**src/rtl/next_pc_if.sv**
```systemverilog
// Bundle between the decoder/datapath and the next-PC stage.
// It carries the branch/jump strobes, the operand results and the PC/link outputs.
interface next_pc_if #(
  parameter int unsigned PC_WIDTH = 32
);
  logic                stall_i;
  logic                rformat_i;
  logic                beq_i;
  logic                blez_i;
  logic                jal_i;
  logic                jmor_i;
  logic                balrn_i;
  logic [15:0]         imm16_i;
  logic [25:0]         target26_i;
  logic [4:0]          rd_i;
  logic                alu_zero_i;
  logic [PC_WIDTH-1:0] alu_result_i;
  logic                status_we_i;
  logic [PC_WIDTH-1:0] rs_data_i;
  logic [PC_WIDTH-1:0] mem_rdata_i;

  logic [PC_WIDTH-1:0] pc_o;
  logic [PC_WIDTH-1:0] pc_plus4_o;
  logic                link_we_o;
  logic [4:0]          link_addr_o;
  logic [PC_WIDTH-1:0] link_data_o;
  logic                status_n_o;
  logic                status_z_o;
  logic                misalign_o;
  logic [31:0]         retired_o;

  modport master (
    output stall_i, rformat_i, beq_i, blez_i, jal_i, jmor_i, balrn_i,
           imm16_i, target26_i, rd_i, alu_zero_i, alu_result_i,
           status_we_i, rs_data_i, mem_rdata_i,
    input  pc_o, pc_plus4_o, link_we_o, link_addr_o, link_data_o,
           status_n_o, status_z_o, misalign_o, retired_o
  );

  modport slave (
    input  stall_i, rformat_i, beq_i, blez_i, jal_i, jmor_i, balrn_i,
           imm16_i, target26_i, rd_i, alu_zero_i, alu_result_i,
           status_we_i, rs_data_i, mem_rdata_i,
    output pc_o, pc_plus4_o, link_we_o, link_addr_o, link_data_o,
           status_n_o, status_z_o, misalign_o, retired_o
  );
endinterface

```
**src/rtl/next_pc_unit.sv**
```systemverilog
// Next-PC stage: owns the PC, the N/Z status flags, the link write request
// and the retired-instruction counter; selects the next PC by fixed priority.
module next_pc_unit #(
  parameter int unsigned         PC_WIDTH = 32,
  parameter logic [PC_WIDTH-1:0] RESET_PC = '0,
  parameter logic [4:0]          LINK_REG = 5'd31
) (
  input logic       clk,
  input logic       rst_n,
  next_pc_if.slave  bus
);

  typedef enum logic [2:0] {
    SRC_SEQ,
    SRC_JMOR,
    SRC_BALRN,
    SRC_JAL,
    SRC_BRANCH
  } pc_src_e;

  logic [PC_WIDTH-1:0] pc_q;
  logic [PC_WIDTH-1:0] pc_plus4;
  logic [PC_WIDTH-1:0] next_pc;
  logic [PC_WIDTH-1:0] branch_off;
  logic                status_n_q;
  logic                status_z_q;
  logic                misalign_q;
  logic [31:0]         retired_q;

  logic    jmor;
  logic    balrn_taken;
  logic    beq_taken;
  logic    blez_taken;
  pc_src_e pc_src;

  logic    link_we;
  logic [4:0] link_addr;

  logic    unused_alu_bits;

  assign pc_plus4    = pc_q + PC_WIDTH'(4);
  assign branch_off  = {{(PC_WIDTH-18){bus.imm16_i[15]}}, bus.imm16_i, 2'b00};

  // funct strobes are only meaningful when the opcode is R-format
  assign jmor        = bus.jmor_i & bus.rformat_i;
  assign balrn_taken = bus.balrn_i & bus.rformat_i & status_n_q;
  assign beq_taken   = bus.beq_i & bus.alu_zero_i;
  assign blez_taken  = bus.blez_i &
                       (bus.rs_data_i[PC_WIDTH-1] | (bus.rs_data_i == '0));

  always_comb begin
    pc_src = SRC_SEQ;
    if (jmor)                          pc_src = SRC_JMOR;
    else if (balrn_taken)              pc_src = SRC_BALRN;
    else if (bus.jal_i)                pc_src = SRC_JAL;
    else if (beq_taken || blez_taken)  pc_src = SRC_BRANCH;
  end

  always_comb begin
    next_pc = pc_plus4;
    unique case (pc_src)
      SRC_JMOR:   next_pc = {bus.mem_rdata_i[PC_WIDTH-1:2], 2'b00};
      SRC_BALRN:  next_pc = {bus.rs_data_i[PC_WIDTH-1:2], 2'b00};
      SRC_JAL:    next_pc = {pc_plus4[PC_WIDTH-1:28], bus.target26_i, 2'b00};
      SRC_BRANCH: next_pc = pc_plus4 + branch_off;
      default:    next_pc = pc_plus4;
    endcase
  end

  // Link follows the winning source, so a jal beaten by jmor does not link.
  always_comb begin
    link_we   = 1'b0;
    link_addr = '0;
    if (rst_n && !bus.stall_i) begin
      if (pc_src == SRC_JAL) begin
        link_we   = 1'b1;
        link_addr = LINK_REG;
      end else if (pc_src == SRC_BALRN) begin
        link_we   = 1'b1;
        link_addr = bus.rd_i;
      end
    end
  end

  always_ff @(posedge clk or negedge rst_n) begin
    if (!rst_n) begin
      pc_q       <= RESET_PC;
      status_n_q <= 1'b0;
      status_z_q <= 1'b0;
      misalign_q <= 1'b0;
      retired_q  <= '0;
    end else if (!bus.stall_i) begin
      pc_q      <= next_pc;
      retired_q <= retired_q + 32'd1;
      if (bus.status_we_i) begin
        status_n_q <= bus.alu_result_i[PC_WIDTH-1];
        status_z_q <= bus.alu_zero_i;
      end
      if (jmor && (bus.mem_rdata_i[1:0] != 2'b00))
        misalign_q <= 1'b1;
    end
  end

  assign unused_alu_bits = ^bus.alu_result_i[PC_WIDTH-2:0];

  assign bus.pc_o        = pc_q;
  assign bus.pc_plus4_o  = pc_plus4;
  assign bus.link_we_o   = link_we;
  assign bus.link_addr_o = link_addr;
  assign bus.link_data_o = pc_plus4;
  assign bus.status_n_o  = status_n_q;
  assign bus.status_z_o  = status_z_q;
  assign bus.misalign_o  = misalign_q;
  assign bus.retired_o   = retired_q;

endmodule
```
**src/flat_wrapper.sv**
```systemverilog
// flat-port wrapper written by rule: the top's interface ports become plain ports
module next_pc_unit_flat 
#(
  parameter int unsigned         PC_WIDTH = 32,
  parameter logic [PC_WIDTH-1:0] RESET_PC = '0,
  parameter logic [4:0]          LINK_REG = 5'd31
)
  (clk, rst_n, bus_stall_i, bus_rformat_i, bus_beq_i, bus_blez_i, bus_jal_i, bus_jmor_i, bus_balrn_i, bus_imm16_i, bus_target26_i, bus_rd_i, bus_alu_zero_i, bus_alu_result_i, bus_status_we_i, bus_rs_data_i, bus_mem_rdata_i, bus_pc_o, bus_pc_plus4_o, bus_link_we_o, bus_link_addr_o, bus_link_data_o, bus_status_n_o, bus_status_z_o, bus_misalign_o, bus_retired_o);
  next_pc_if #(.PC_WIDTH(PC_WIDTH)) bus_i ();
  input logic clk;
  input logic rst_n;
  input wire logic [$bits(bus_i.stall_i)-1:0] bus_stall_i;
  input wire logic [$bits(bus_i.rformat_i)-1:0] bus_rformat_i;
  input wire logic [$bits(bus_i.beq_i)-1:0] bus_beq_i;
  input wire logic [$bits(bus_i.blez_i)-1:0] bus_blez_i;
  input wire logic [$bits(bus_i.jal_i)-1:0] bus_jal_i;
  input wire logic [$bits(bus_i.jmor_i)-1:0] bus_jmor_i;
  input wire logic [$bits(bus_i.balrn_i)-1:0] bus_balrn_i;
  input wire logic [$bits(bus_i.imm16_i)-1:0] bus_imm16_i;
  input wire logic [$bits(bus_i.target26_i)-1:0] bus_target26_i;
  input wire logic [$bits(bus_i.rd_i)-1:0] bus_rd_i;
  input wire logic [$bits(bus_i.alu_zero_i)-1:0] bus_alu_zero_i;
  input wire logic [$bits(bus_i.alu_result_i)-1:0] bus_alu_result_i;
  input wire logic [$bits(bus_i.status_we_i)-1:0] bus_status_we_i;
  input wire logic [$bits(bus_i.rs_data_i)-1:0] bus_rs_data_i;
  input wire logic [$bits(bus_i.mem_rdata_i)-1:0] bus_mem_rdata_i;
  output wire logic [$bits(bus_i.pc_o)-1:0] bus_pc_o;
  output wire logic [$bits(bus_i.pc_plus4_o)-1:0] bus_pc_plus4_o;
  output wire logic [$bits(bus_i.link_we_o)-1:0] bus_link_we_o;
  output wire logic [$bits(bus_i.link_addr_o)-1:0] bus_link_addr_o;
  output wire logic [$bits(bus_i.link_data_o)-1:0] bus_link_data_o;
  output wire logic [$bits(bus_i.status_n_o)-1:0] bus_status_n_o;
  output wire logic [$bits(bus_i.status_z_o)-1:0] bus_status_z_o;
  output wire logic [$bits(bus_i.misalign_o)-1:0] bus_misalign_o;
  output wire logic [$bits(bus_i.retired_o)-1:0] bus_retired_o;
  assign bus_i.stall_i = bus_stall_i;
  assign bus_i.rformat_i = bus_rformat_i;
  assign bus_i.beq_i = bus_beq_i;
  assign bus_i.blez_i = bus_blez_i;
  assign bus_i.jal_i = bus_jal_i;
  assign bus_i.jmor_i = bus_jmor_i;
  assign bus_i.balrn_i = bus_balrn_i;
  assign bus_i.imm16_i = bus_imm16_i;
  assign bus_i.target26_i = bus_target26_i;
  assign bus_i.rd_i = bus_rd_i;
  assign bus_i.alu_zero_i = bus_alu_zero_i;
  assign bus_i.alu_result_i = bus_alu_result_i;
  assign bus_i.status_we_i = bus_status_we_i;
  assign bus_i.rs_data_i = bus_rs_data_i;
  assign bus_i.mem_rdata_i = bus_mem_rdata_i;
  assign bus_pc_o = bus_i.pc_o;
  assign bus_pc_plus4_o = bus_i.pc_plus4_o;
  assign bus_link_we_o = bus_i.link_we_o;
  assign bus_link_addr_o = bus_i.link_addr_o;
  assign bus_link_data_o = bus_i.link_data_o;
  assign bus_status_n_o = bus_i.status_n_o;
  assign bus_status_z_o = bus_i.status_z_o;
  assign bus_misalign_o = bus_i.misalign_o;
  assign bus_retired_o = bus_i.retired_o;
  next_pc_unit #(.PC_WIDTH(PC_WIDTH), .RESET_PC(RESET_PC), .LINK_REG(LINK_REG)) u_core (.clk(clk), .rst_n(rst_n), .bus(bus_i));
endmodule
```
**config.mk**
```make
export PLATFORM = sky130hd
export DESIGN_NAME = next_pc_unit_flat
export DESIGN_NICKNAME = d
export VERILOG_FILES = /design/src/rtl/next_pc_if.sv /design/src/rtl/next_pc_unit.sv /design/src/flat_wrapper.sv
export SDC_FILE = /design/constraint.sdc
export NUM_CORES = 1
export LEC_CHECK = 0
export BUFFER_PORTS_ARGS = -buffer_cell sky130_fd_sc_hd__buf_2
export CAP_MARGIN = 40
export CORE_ASPECT_RATIO = 1.75
export CORE_MARGIN = 3
export CORE_UTILIZATION = 52
export DETAILED_ROUTE_END_ITERATION = 10
export PLACE_DENSITY_LB_ADDON = 0.15
export SLEW_MARGIN = 0
export SYNTH_ARGS = -nofsm -noshare
export SYNTH_HDL_FRONTEND = slang
export SYNTH_SLANG_ARGS = --single-unit
```
**constraint.sdc**
```tcl
create_clock -name clk -period 6.35 [get_ports clk]
set_input_delay 0.3175 -clock clk [delete_from_list [all_inputs] [get_ports clk]]
set_output_delay 0.3175 -clock clk [all_outputs]
set_load 0.005 [all_outputs]
```
Yosys cells after proc, flatten, opt, wreduce, memory -nomap -nowiden --
Index checks and enable logic that the tools add are counted.
Word-level totals: logic and storage cells 38, bits in registers 67, output and inout bits 137
Operators by class: $add $sub $neg 3, muxes and demuxes 11, eq/ne operators 4, reduce and logical (&&, ||, !) cells 8, bitwise logic cells 7
Operators with widths (count):
- $pmux 32 s4 | 1
- $add 32x1->32 const B | 1
- $add 32x3->32 const B | 1
- $add 32x32->32 | 1
- $logic_not 32->1 | 1
- $mux 5 | 3
- $mux 3 | 4
- $eq 3x2->1 const B | 2
- $and 1x1->1 | 5
- $reduce_and 2->1 | 2
- $eq 3x1->1 const B | 1
- $eq 3x3->1 const B | 1
- $mux 1 | 3
- $logic_and 1x1->1 | 2
- $reduce_bool 2->1 | 1
- $logic_not 1->1 | 1
- $logic_or 1x1->1 | 1
- $not 1->1 | 1
- $or 1x1->1 | 1

Logic depth before layout (Yosys ltp) --
depth after elaboration 12, mapped depth 16, depth with buffers taken out 15

Least setup slack after synthesis --
Ideal clock, no wire load.
kind register -> register, from register u_core.pc_q[2], in the netlist u_core.bus.pc_o[2], to register u_core.pc_q[31], in the netlist u_core.bus.pc_o[31], cell stages (with the launch flop) 16, required time 6.219 ns, path slack 2.324 ns, buffers on the path 0, setup time 0.131 ns, arrival 3.895 ns, cells stage by stage dfrtp_1 > ha_1 > nand2_1 > nor3_1 > and3_1 > nor2b_1 > nand3_1 > xnor2_1 > ha_1 > and4_1 > nor2b_1 > nand3b_1 > a31oi_1 > o221ai_1 > and4_4 > or3_1
On the way: cells in the longest elaborated chain, start to end 3
Ends and longest elaborated chain:
- from (decl) | line next_pc_unit.sv:21 | logic [PC_WIDTH-1:0] pc_q;
- from (signal assigned) | line next_pc_unit.sv:93 | pc_q <= next_pc;
- $add 32x3->32 | line next_pc_unit.sv:41 | assign pc_plus4 = pc_q + PC_WIDTH'(4);
- named net bus_link_data_o[26] | line flat_wrapper.sv:31 | output wire logic [$bits(bus_i.link_data_o)-1:0] bus_link_data_o;
- $add 32x32->32 | line next_pc_unit.sv:65 | SRC_BRANCH: next_pc = pc_plus4 + branch_off;
- $pmux 32 s4 | line next_pc_unit.sv:61 | unique case (pc_src)
The timed path passes the listed nets, and every way through them passes these cells. A chain may end at the register's enable or synchronous reset.

Worst setup path after layout --
from register u_core.pc_q[2], in the netlist u_core.bus.pc_o[2], to register u_core.pc_q[31], in the netlist u_core.bus.pc_o[31]
On the way: cells in the longest elaborated chain, start to end 3
Ends and longest elaborated chain (line):
- $add 32x3->32 * | next_pc_unit.sv:41
- $add 32x32->32 | next_pc_unit.sv:65
- $pmux 32 s4 * | next_pc_unit.sv:61
Mark *: on every way between the ends. The rest lies on a longest branch, timed or not.

==> impl_metrics.csv <==
group,metric,value,unit
yosys,synth.area.top_cells,"dfrtp_1 26%, xnor2_1 8.4%, ha_1 7.5%",
final_layout,fillerInstances,1043,
yosys,netlist_instances,747,
final_layout,post-route-util,0.674,
yosys,avgSynthCellArea,8.23,µm²
timing,whs,0.235,ns
critical_path,critPathTopFamily,"simple AND/OR/NAND/NOR gates",
timing,finalCritPeriodShare,0.769,
yosys,synthAdderAreaFrac,0.0786,
timing,max-slew-margin-rel,0.368,
final_layout,nets,1153,
final_layout,layout_commonest_cell,"buf_2",
critical_path,cp-start-kind,"flip-flop",
final_layout,multiInputGateArea,4080,µm²
clock_tree,ctsResizeCount,0,
detailed_routing,wirelength,23.0,mm
run,maxCapViolations,0,
grt,grt_pass1_wl,34.9,mm
place,place_area,7290,µm²
final_layout,regArea,1630,µm²
timing,fin_skew,0.00757,ns
yosys,synth_top_family_by_area,"compound AO/OA/AOI/OAI gates",
yosys,synth_compound_area_frac,0.240,
timing,setup_violations,0,
floorplanning,core_area,11400,µm²
critical_path,cp_slowest_cell,"nor3_1",
clock_tree,numCtsBuffers,9,
place,port_buffers,253,
yosys,ys_ff_latch,65,
yosys,synthSimpleGateAreaFrac,0.211,
timing,setup_ws,1.47,ns
floorplanning,die_area,13200,µm²
detailed_routing,via_count,6897,
detailed_routing,avgRoutedWirePerCell,20.9,µm
yosys,synth_edf_count,0,
floorplanning,die_y,150,µm
critical_path,critPathRequiredTime,6.56,ns
floorplanning,row_count,51,
yosys,synth_mux_area_frac,0.0120,
clock_tree,cts-root-buf,"clkbuf_16",
clock_tree,cts_tree,"yes",
floorplanning,dieWidth,88.2,µm
yosys,yosysWarnings,0,
clock_tree,cts_hold_buf,1,
yosys,async_reset_ff_frac,1.00,
timing,slew_violations,0,
min_path,hp-class,"in2reg",
critical_path,path_cells,"ha_1, nand2_1, nor3_1, and3_1, nor2b_1, nand3_1, xnor2_1, ha_1, and4_1, nor2b_1, nand3b_1, a31oi_1, o221ai_1, and4_4, or3_1",
critical_path,endpoint_kind,"flip-flop",
floorplanning,start_util,0.541,
yosys,yosys.area.top_type,"dfrtp_1",
place,dp_slack,1.59,ns
critical_path,crit_type,"reg2reg",
timing,grt_setup_unrepaired,"false",
power_and_ir_drop,powerDensity,282,nW/µm²
timing,clock.fmax,205,MHz
yosys,synth.yosys.seq_area_share,0.265,
clock_tree,clkSlewWorstSetupHoldPaths,0.06,ns
detailed_routing,ant_nets,0,
clock_tree,cts_setup_buffers,0,
clock_tree,htree_levels,3,
clock_tree,clk-insertion-delay-late,0.34,ns
detailed_routing,vias_per_cell,6.27,
grt,antenna_found_initial,2,
final_layout,area_delta_synth_final,24.5,%
power_and_ir_drop,ir_drop,147,µV
critical_path,crit_fanout,6,
power_and_ir_drop,p_leak,3.70,nW
detailed_routing,drt_iter0_drc,427,
critical_path,cp_data_arrival_time,5.09,ns
detailed_routing,drtPass1Iterations,8,
yosys,ys_types,69,
yosys,synth_xor_area_frac,0.117,
grt,grt-ovfl-total,0,
timing,period_minus_slack,4.88,ns
run_status,status,"complete, no violations",
grt,grt_usage,0.344,
critical_path,path_buf_inv,0,
place,gp_congestion,0.943,
yosys,synth_area,6150,µm²
timing,fin_tns_setup,0,ns
floorplanning,io_pins,291,
final_layout,final_area,7660,µm²
clock_tree,cts.sink_count,65,
grt,first_global_vias,6675,
detailed_routing,drcViolationCount,0,
clock_tree,cts_buffer_depth,2,
critical_path,crit_path_max_incr_delay,0.54,ns
timing,finalHoldViolCount,0,
final_layout,final_cell_mix,"255 x buf_2, 70 x nand2_1, 65 x dfrtp_1",
yosys,ys.flop_type,"dfrtp_1",
final_layout,drive_gt1_frac,0.305,
yosys,synth.top_cell.area_share,0.265,
grt,grt_max_degree,55,
timing,tightestPinTransition,0.948,ns
place,dp_hpwl,18.0,mm
cells by family after synthesis:
family                   Yosys count
multiplexers                       7
buffers and inverters             86
AO/OA/AOI/OAI                    217
AND/OR/NAND/NOR                  253
XOR/XNOR                          80
adder cells (fa/ha/maj)           38
flip-flops                        65
other                              1
registers in the layout, summed over array words and instances, names as in the netlist:
signal                 flops
u_core.bus.status_n_o      1
u_core.bus.status_z_o      1
u_core.bus.pc_o           30
u_core.bus.retired_o      32
u_core.bus.misalign_o      1
cells in the mapped netlist (7+ instances only):
cell,number
a21o_1,11
a21oi_1,56
a221o_1,9
a222oi_1,20
a31oi_1,7
and2_1,7
and3_1,13
buf_4,36
clkbuf_1,25
dfrtp_1,65
ha_1,37
inv_1,20
nand2_1,70
nand3_1,30
nand4_1,16
nor2_1,50
nor2b_1,9
nor3_1,12
nor4_1,16
o21ai_0,48
xnor2_1,59
xor2_1,20
worst paths after layout:
kind                       slack [ns]                                   end                               from  depth (start not counted)
max                              1.47       u_core.bus.pc_o[31]$_DFFE_PN0N_     u_core.bus.pc_o[2]$_DFFE_PN0N_                         15
min                              0.24       u_core.bus.pc_o[12]$_DFFE_PN0N_                 bus_target26_i[10]                          3
max reg2reg                      1.47       u_core.bus.pc_o[31]$_DFFE_PN0N_     u_core.bus.pc_o[2]$_DFFE_PN0N_                         15
min reg2reg                      0.47     u_core.bus.misalign_o$_DFFE_PN0P_  u_core.bus.misalign_o$_DFFE_PN0P_                          1
max in group asynchronous        5.25       u_core.bus.pc_o[19]$_DFFE_PN0N_                              rst_n                          4
min in group asynchronous        0.53  u_core.bus.retired_o[11]$_DFFE_PN0N_                              rst_n                          3
layer usage:
metal / part of all wire / up-vias / track usage
li1: - / 3189 / -
met1: 0.35 / 3217 / 0.382
met2: 0.51 / 404 / 0.606
met3: 0.084 / 87 / 0.0567
met4: 0.054 / 0 / 0.188
met5: 0 / - / 0
worst register-to-register path: stages, from the launching register on:
cell and delay, ns:
dfrtp_1 0.45, ha_1 0.28, nand2_1 0.17, nor3_1 0.54, and3_1 0.37, nor2b_1 0.45
nand3_1 0.21, xnor2_1 0.38, ha_1 0.32, and4_1 0.21, nor2b_1 0.12, nand3b_1 0.15
a31oi_1 0.31, o221ai_1 0.20, and4_4 0.22, or3_1 0.35
power by group:
part           switching [mW]  leakage, nW  internal [mW]  total, mW
clock network           0.213        0.171          0.388      0.601
logic                   0.537         2.71          0.434      0.971
registers               0.111        0.822          0.477      0.589
total                   0.861         3.70           1.30       2.16
area by class of cell:
class	instances	share of cell area
Timing Repair Buffer	264	0.177
Clock inverter	7	0.0163
Sequential cell	65	0.212
Tap cell	132	0.0216
Multi-Input combinational cell	601	0.532
Clock buffer	9	0.0294
Antenna cell	2	0.000654
Inverter	20	0.00981
metrics by stage:
stage | total power, mW | std cells
6_report | 2.16 | 1100
5_1_grt | 2.29 | 1100
4_1_cts | 2.16 | 1098
3_5_place_dp | 1.55 | 1081
3_3_place_gp | 1.54 | 1078
2_1_floorplan | 1.23 | 752
Power figures use the tool's default switching activity.
